**src/rtl/hd_encode_sequencer.sv**
```systemverilog
// hd_encode_sequencer: initiator for the 32-lane mux accumulator of the HD encoder.
// Feeds one feature/projection chunk at a time, waits out the accumulator latency,
// feeds the captured result back as prev_result, and emits the finished dimension.
// Optional chunk-count checking (NUM_CHUNKS parameter, err port) with HDSEQ_CHUNK_CHECK_EN.
module hd_encode_sequencer #(
  parameter int unsigned INPUT_NUM   = 32,
  parameter int unsigned INPUT_WIDTH = 8,
  parameter int unsigned DIM_WIDTH   = 16,
  parameter int unsigned ACC_LATENCY = 3
`ifdef HDSEQ_CHUNK_CHECK_EN
  ,
  parameter int unsigned NUM_CHUNKS  = 4
`endif
) (
  input  logic                           clk,
  input  logic                           reset,
  input  logic                           in_valid,
  output logic                           in_ready,
  input  logic [INPUT_NUM*INPUT_WIDTH-1:0] in_features,
  input  logic [INPUT_NUM-1:0]           in_projections,
  input  logic                           in_last,
  output logic [INPUT_NUM*INPUT_WIDTH-1:0] acc_features,
  output logic [INPUT_NUM-1:0]           acc_projections,
  output logic [DIM_WIDTH-1:0]           acc_prev_result,
  input  logic [DIM_WIDTH-1:0]           acc_out,
  output logic                           out_valid,
  input  logic                           out_ready,
  output logic [DIM_WIDTH-1:0]           out_data
`ifdef HDSEQ_CHUNK_CHECK_EN
  ,
  output logic                           err
`endif
);

  localparam int unsigned CNT_W = (ACC_LATENCY < 1) ? 1 : $clog2(ACC_LATENCY + 1);

  typedef enum logic [1:0] {
    S_ACCEPT = 2'd0,
    S_WAIT   = 2'd1,
    S_OUTPUT = 2'd2
  } state_t;

  state_t               state_q, state_d;
  logic [CNT_W-1:0]     cnt_q;
  logic                 first_q;
  logic                 last_q;
  logic [DIM_WIDTH-1:0] partial_q;
  logic                 accept_c;
  logic                 capture_c;
  logic                 handshake_c;
  logic                 eff_last_c;

  // State register
  always_ff @(posedge clk or negedge reset) begin
    if (!reset) state_q <= S_ACCEPT;
    else        state_q <= state_d;
  end

  // Next-state decode and per-edge strobes; in_ready depends on state only
  always_comb begin
    state_d     = state_q;
    in_ready    = 1'b0;
    accept_c    = 1'b0;
    capture_c   = 1'b0;
    handshake_c = 1'b0;
    unique case (state_q)
      S_ACCEPT: begin
        in_ready = 1'b1;
        if (in_valid) begin
          accept_c = 1'b1;
          state_d  = S_WAIT;
        end
      end
      S_WAIT: begin
        if (cnt_q == '0) begin
          capture_c = 1'b1;
          state_d   = last_q ? S_OUTPUT : S_ACCEPT;
        end
      end
      S_OUTPUT: begin
        if (out_ready) begin
          handshake_c = 1'b1;
          state_d     = S_ACCEPT;
        end
      end
      default: state_d = S_ACCEPT;
    endcase
  end

`ifdef HDSEQ_CHUNK_CHECK_EN
  localparam int unsigned IDX_W = (NUM_CHUNKS < 2) ? 1 : $clog2(NUM_CHUNKS);
  localparam logic [IDX_W-1:0] LAST_IDX = IDX_W'(NUM_CHUNKS - 1);

  logic [IDX_W-1:0] idx_q;
  logic             at_last_idx_c;

  assign at_last_idx_c = (idx_q == LAST_IDX);
  // The final permitted chunk closes the dimension even without in_last
  assign eff_last_c    = in_last | at_last_idx_c;

  // Chunk index within the dimension and sticky count error
  always_ff @(posedge clk or negedge reset) begin
    if (!reset) begin
      idx_q <= '0;
      err   <= 1'b0;
    end else begin
      if (handshake_c)
        idx_q <= '0;
      else if (accept_c && !eff_last_c)
        idx_q <= idx_q + IDX_W'(1);
      if (accept_c && (in_last != at_last_idx_c))
        err <= 1'b1;
    end
  end
`else
  assign eff_last_c = in_last;
`endif

  // Chunk launch, latency countdown, result capture and output hold
  always_ff @(posedge clk or negedge reset) begin
    if (!reset) begin
      acc_features    <= '0;
      acc_projections <= '0;
      acc_prev_result <= '0;
      cnt_q           <= '0;
      first_q         <= 1'b1;
      last_q          <= 1'b0;
      partial_q       <= '0;
      out_valid       <= 1'b0;
      out_data        <= '0;
    end else begin
      if (accept_c) begin
        acc_features    <= in_features;
        acc_projections <= in_projections;
        acc_prev_result <= first_q ? '0 : partial_q;
        last_q          <= eff_last_c;
        first_q         <= 1'b0;
        cnt_q           <= CNT_W'(ACC_LATENCY);
      end else if (state_q == S_WAIT) begin
        cnt_q <= cnt_q - CNT_W'(1);
      end

      if (capture_c) begin
        partial_q <= acc_out;
        if (last_q) begin
          out_data  <= acc_out;
          out_valid <= 1'b1;
        end
      end

      if (handshake_c) begin
        out_valid <= 1'b0;
        first_q   <= 1'b1;
        partial_q <= '0;
      end
    end
  end

endmodule

```
**config.mk**
```make
export PLATFORM = sky130hd
export DESIGN_NAME = hd_encode_sequencer
export DESIGN_NICKNAME = d
export VERILOG_FILES = /design/src/rtl/hd_encode_sequencer.sv
export SDC_FILE = /design/constraint.sdc
export NUM_CORES = 1
export LEC_CHECK = 0
export ABC_CLOCK_PERIOD_IN_PS = 1700
export BUFFER_PORTS_ARGS = -buffer_cell sky130_fd_sc_hd__buf_2
export CAP_MARGIN = 30
export CORE_AREA = 2 2 243 245
export CTS_CLUSTER_SIZE = 25
export DETAILED_ROUTE_END_ITERATION = 8
export DIE_AREA = 0 0 245 247
export MAX_ROUTING_LAYER = met4
export PLACE_DENSITY_LB_ADDON = 0.3
export SKIP_CTS_REPAIR_TIMING = 1
export SYNTH_ARGS = -nofsm -noshare
export SYNTH_HDL_FRONTEND = slang
export SYNTH_SLANG_ARGS = --single-unit
```
**constraint.sdc**
```tcl
create_clock -name clk -period 1.7 [get_ports clk]
set_input_delay 0.17 -clock clk [delete_from_list [all_inputs] [get_ports clk]]
set_output_delay 0.17 -clock clk [all_outputs]
set_load 0.03 [all_outputs]
```
==> impl_metrics.env <==
export IMPL_syn_area_per_cell_sq_um=17.22
export IMPL_clk_root_buffer_cell="sky130_fd_sc_hd__clkbuf_16"
export IMPL_register_bit_count_reported_by_yosys=343
export IMPL_syn_inst=814
export IMPL_detail_route_wirelength_microns=43900
export IMPL_final_slew_violations=0
export IMPL_layout_core_utilization_pct=39.40
export IMPL_area_growth_syn_to_layout_pct=63.67
export IMPL_tritoncts="yes"
export IMPL_initial_core_utilization_pct=24.07
export IMPL_cts_made_buffers=40
export IMPL_htree_num_levels=2
export IMPL_postLayoutSetupSlackWorst_ns=-0.04994
export IMPL_drcViolationCount=0
export IMPL_die_area_sq_um=60520
export IMPL_cells_along_the_critical_path="or3b_4 > buf_16 > clkbuf_16 > mux2_4"
export IMPL_layout_cell_area_non_filler_sq_um=22950
export IMPL_finalClockSkew_ns=0.01235
export IMPL_mapped_cell_area_sq_um=14020
export IMPL_synth_seq_area_share_pct=61.23
export IMPL_post_dp_area_sq_um=18350
export IMPL_worst_ep_arrival_time_ns=2.16
export IMPL_timing_final_setup_violations=82
export IMPL_setup_repair_after_global_routing_missed_its_margin="true"
export IMPL_cp_required_ns=2.11
export IMPL_vias_per_cell=3.979
export IMPL_setup_worst_path_start_class="register"
export IMPL_synth_edf_count=0
export IMPL_clkLatencyLatePin_ns=0.54
export IMPL_floorplan_die_width_microns=245
export IMPL_dp_worst_setup_slack_ns=-0.04056
export IMPL_number_of_placed_instances_with_taps_included=2223
export IMPL_drtAntennaViolNets=0
export IMPL_worstPathMaxFanout=23
export IMPL_gr_total_overflow=0
export IMPL_first_global_vias=9679
export IMPL_timing_worst_slew_pin_value_ns=0.4523
export IMPL_leakagePower_nw=11.88
export IMPL_endpoint_kind="register"
export IMPL_port_buffers=630
export IMPL_synth_warning_count=0
export IMPL_timing_endpoint_of_the_critical_path="acc_features[113]"
export IMPL_drtIter0Drc=336
export IMPL_outcome="finished, violations left"
export IMPL_regToRegEndpoint="acc_features[113]"
export IMPL_rrSetupSlack_ns=-0.05
export IMPL_layout_min_cycle_time_ns=1.750
export IMPL_synthXorXnorAreaFrac_pct=0
export IMPL_grt_max_degree=74
export IMPL_p_per_area_nw_per_um2=2029
export IMPL_finished_layout_cells=2607
export IMPL_vias=10374
export IMPL_synth_mux_area_fraction_pct=31.74
export IMPL_synth_compound_area_share_pct=2.035
export IMPL_grt_use_total_pct=12.77
export IMPL_post_route_period_util_pct=102.9
export IMPL_critPathSlowestCell="sky130_fd_sc_hd__or3b_4"
export IMPL_finalNetCount=2119
export IMPL_n_fill_cell=5467
export IMPL_critPathLaunch="state_q[1]"
export IMPL_boundaryPins=631
export IMPL_placementRows=89
export IMPL_fmax_mhz=571.4
export IMPL_die_height_microns=247
export IMPL_dp_hpwl_microns=30110
export IMPL_ant_cells=0
export IMPL_main_combinational_cell_family_by_area_after_synthesis="multiplexers"
export IMPL_synth_simple_gate_area_share_pct=1.972
export IMPL_crit_path_max_incr_delay_ns=0.43
export IMPL_clock_path_buffers=3
export IMPL_reg2regPathDepth=4
export IMPL_cts_reportedPaths_clkPinSlew_ns=0.06
export IMPL_yosysUniqueCellTypes=27
export IMPL_cap_violations=0
export IMPL_first_pass_grt_wire_length_microns=57950
export IMPL_synthesized_netlist_net_count=1124
export IMPL_number_of_antenna_violations_at_the_first_check_in_global_routing=0
export IMPL_fp_coreArea_sq_um=58240
export IMPL_cts_sinks=343
export IMPL_timing_setup_critical_path_class="register to register"
export IMPL_detail_route_first_pass_iterations=4
export IMPL_final_layout_size_suffix_gt1_share_pct=57.58
export IMPL_gp_congestion=0.7990
export IMPL_violations="negative setup slack"
export IMPL_synth_fa_ha_area_share_pct=0.08924
export IMPL_timing_final_hold_violations=0
export IMPL_wire_per_inst_microns=16.84
export IMPL_synth_ff_type="sky130_fd_sc_hd__dfrtp_1"
export IMPL_hold_path_class="input pin to async pin"
export IMPL_max_slew_margin_rel_pct=69.85
export IMPL_timing_rr_start="state_q[1]"
export IMPL_worst_ir_drop_on_vdd_v=0.001104
export IMPL_async_reset_ff_share_pct=100.0
## cells in the final DEF (no fill, tap or decap), types with 8 or more instances in the layout
cell,count
sky130_fd_sc_hd__o21ai_0,17
sky130_fd_sc_hd__buf_2,628
sky130_fd_sc_hd__o22ai_1,14
sky130_fd_sc_hd__mux2_2,37
sky130_fd_sc_hd__buf_4,28
sky130_fd_sc_hd__clkbuf_16,47
sky130_fd_sc_hd__buf_6,8
sky130_fd_sc_hd__nand2_1,49
sky130_fd_sc_hd__dlygate4sd3_1,308
sky130_fd_sc_hd__buf_12,12
sky130_fd_sc_hd__clkbuf_1,9
sky130_fd_sc_hd__a21oi_1,16
sky130_fd_sc_hd__mux2_4,268
sky130_fd_sc_hd__dfrtp_1,342
## cell families (layout without fill, tap and decap cells)
family	count (synthesis)	after routing
adders and majority gates	1	1
DFF	343	343
muxes	306	306
buffers and inverters	48	1068
and+or+nand+nor	65	65
AOI/OAI and AO/OA	51	51
## critical path: cells and delay by family, from the launching register on
family / cells / cell delay, ns
flip-flops: 1 / 0.39
AND/OR/NAND/NOR: 1 / 0.43
multiplexers: 1 / 0.30
buffers and inverters: 2 / 0.42
## how the worst min path moves through the flow
stage / end / slack, ns / cells past startpoint
detailed placement: acc_features[97] / 0.06 / 1
global route: acc_features[146] / 0.08 / 2
floorplan: acc_features[0] / -0.13 / 0
CTS: acc_features[146] / -0.54 / 1
finish: acc_features[97] / 0.09 / 2
global placement: acc_features[146] / 0.06 / 1
## cell usage after synthesis (all sizes together), types with 2 or more instances
| cell | n | area share, % |
|---|---|---|
| dfrtp | 342 | 61 |
| mux2 | 305 | 32 |
| nand2 | 49 | 1.3 |
| buf | 36 | 2.6 |
| o21ai | 17 | 0.61 |
| a21oi | 16 | 0.57 |
| o22ai | 14 | 0.62 |
| clkbuf | 9 | 0.24 |
| nor2 | 6 | 0.16 |
| nand2b | 4 | 0.18 |
| a221oi | 2 | 0.12 |
| inv | 2 | 0.054 |
| nand3 | 2 | 0.11 |
## layer usage
metal,vias to the layer above,GRT usage [%],share of wire [%]
met5,-,-,0
met4,0,4.268,2.1
met3,65,2.399,4.4
met2,310,21.40,53
met1,5166,15.48,40
li1,4833,-,-
## metrics by stage
step / hold WS, ns / power, mW / setup TNS (ns)
4_1_cts: -0.5362 / 46.08 / -4.250
2_1_floorplan: -0.1256 / 30.58 / 0
3_5_place_dp: 0.05655 / 37.34 / -1.612
5_1_grt: 0.07960 / 48.87 / -2.132
6_report: 0.08516 / 46.57 / -1.814
3_3_place_gp: 0.05797 / 37.08 / -1.242
## sequential cells by signal (all words and copies together), names as in the netlist, 2 cells and up
signal / flops
state_q: 2
out_data: 16
partial_q: 16
cnt_q: 2
acc_projections: 32
acc_prev_result: 16
acc_features: 256
## power breakdown
part	leakage (nW)	switching (mW)	internal (mW)	total (mW)
Combinational	7.21	13.3	10.0	23.4
Clock	0.623	3.37	5.01	8.38
Sequential	4.05	2.46	12.4	14.8
## area by class of cell
cell class                 instances  area (sq um)  area share (%)
sequential                       343          8584           37.41
timing repair buffer             998          7092           30.90
multi-input combinational        423          5027           21.91
clock buffer                      57          1156           5.038
clock inverter                    10         110.1          0.4798
tap                              773         967.2           4.215
inverter                           3         11.26         0.04907
(Power assumes the default switching activity.)
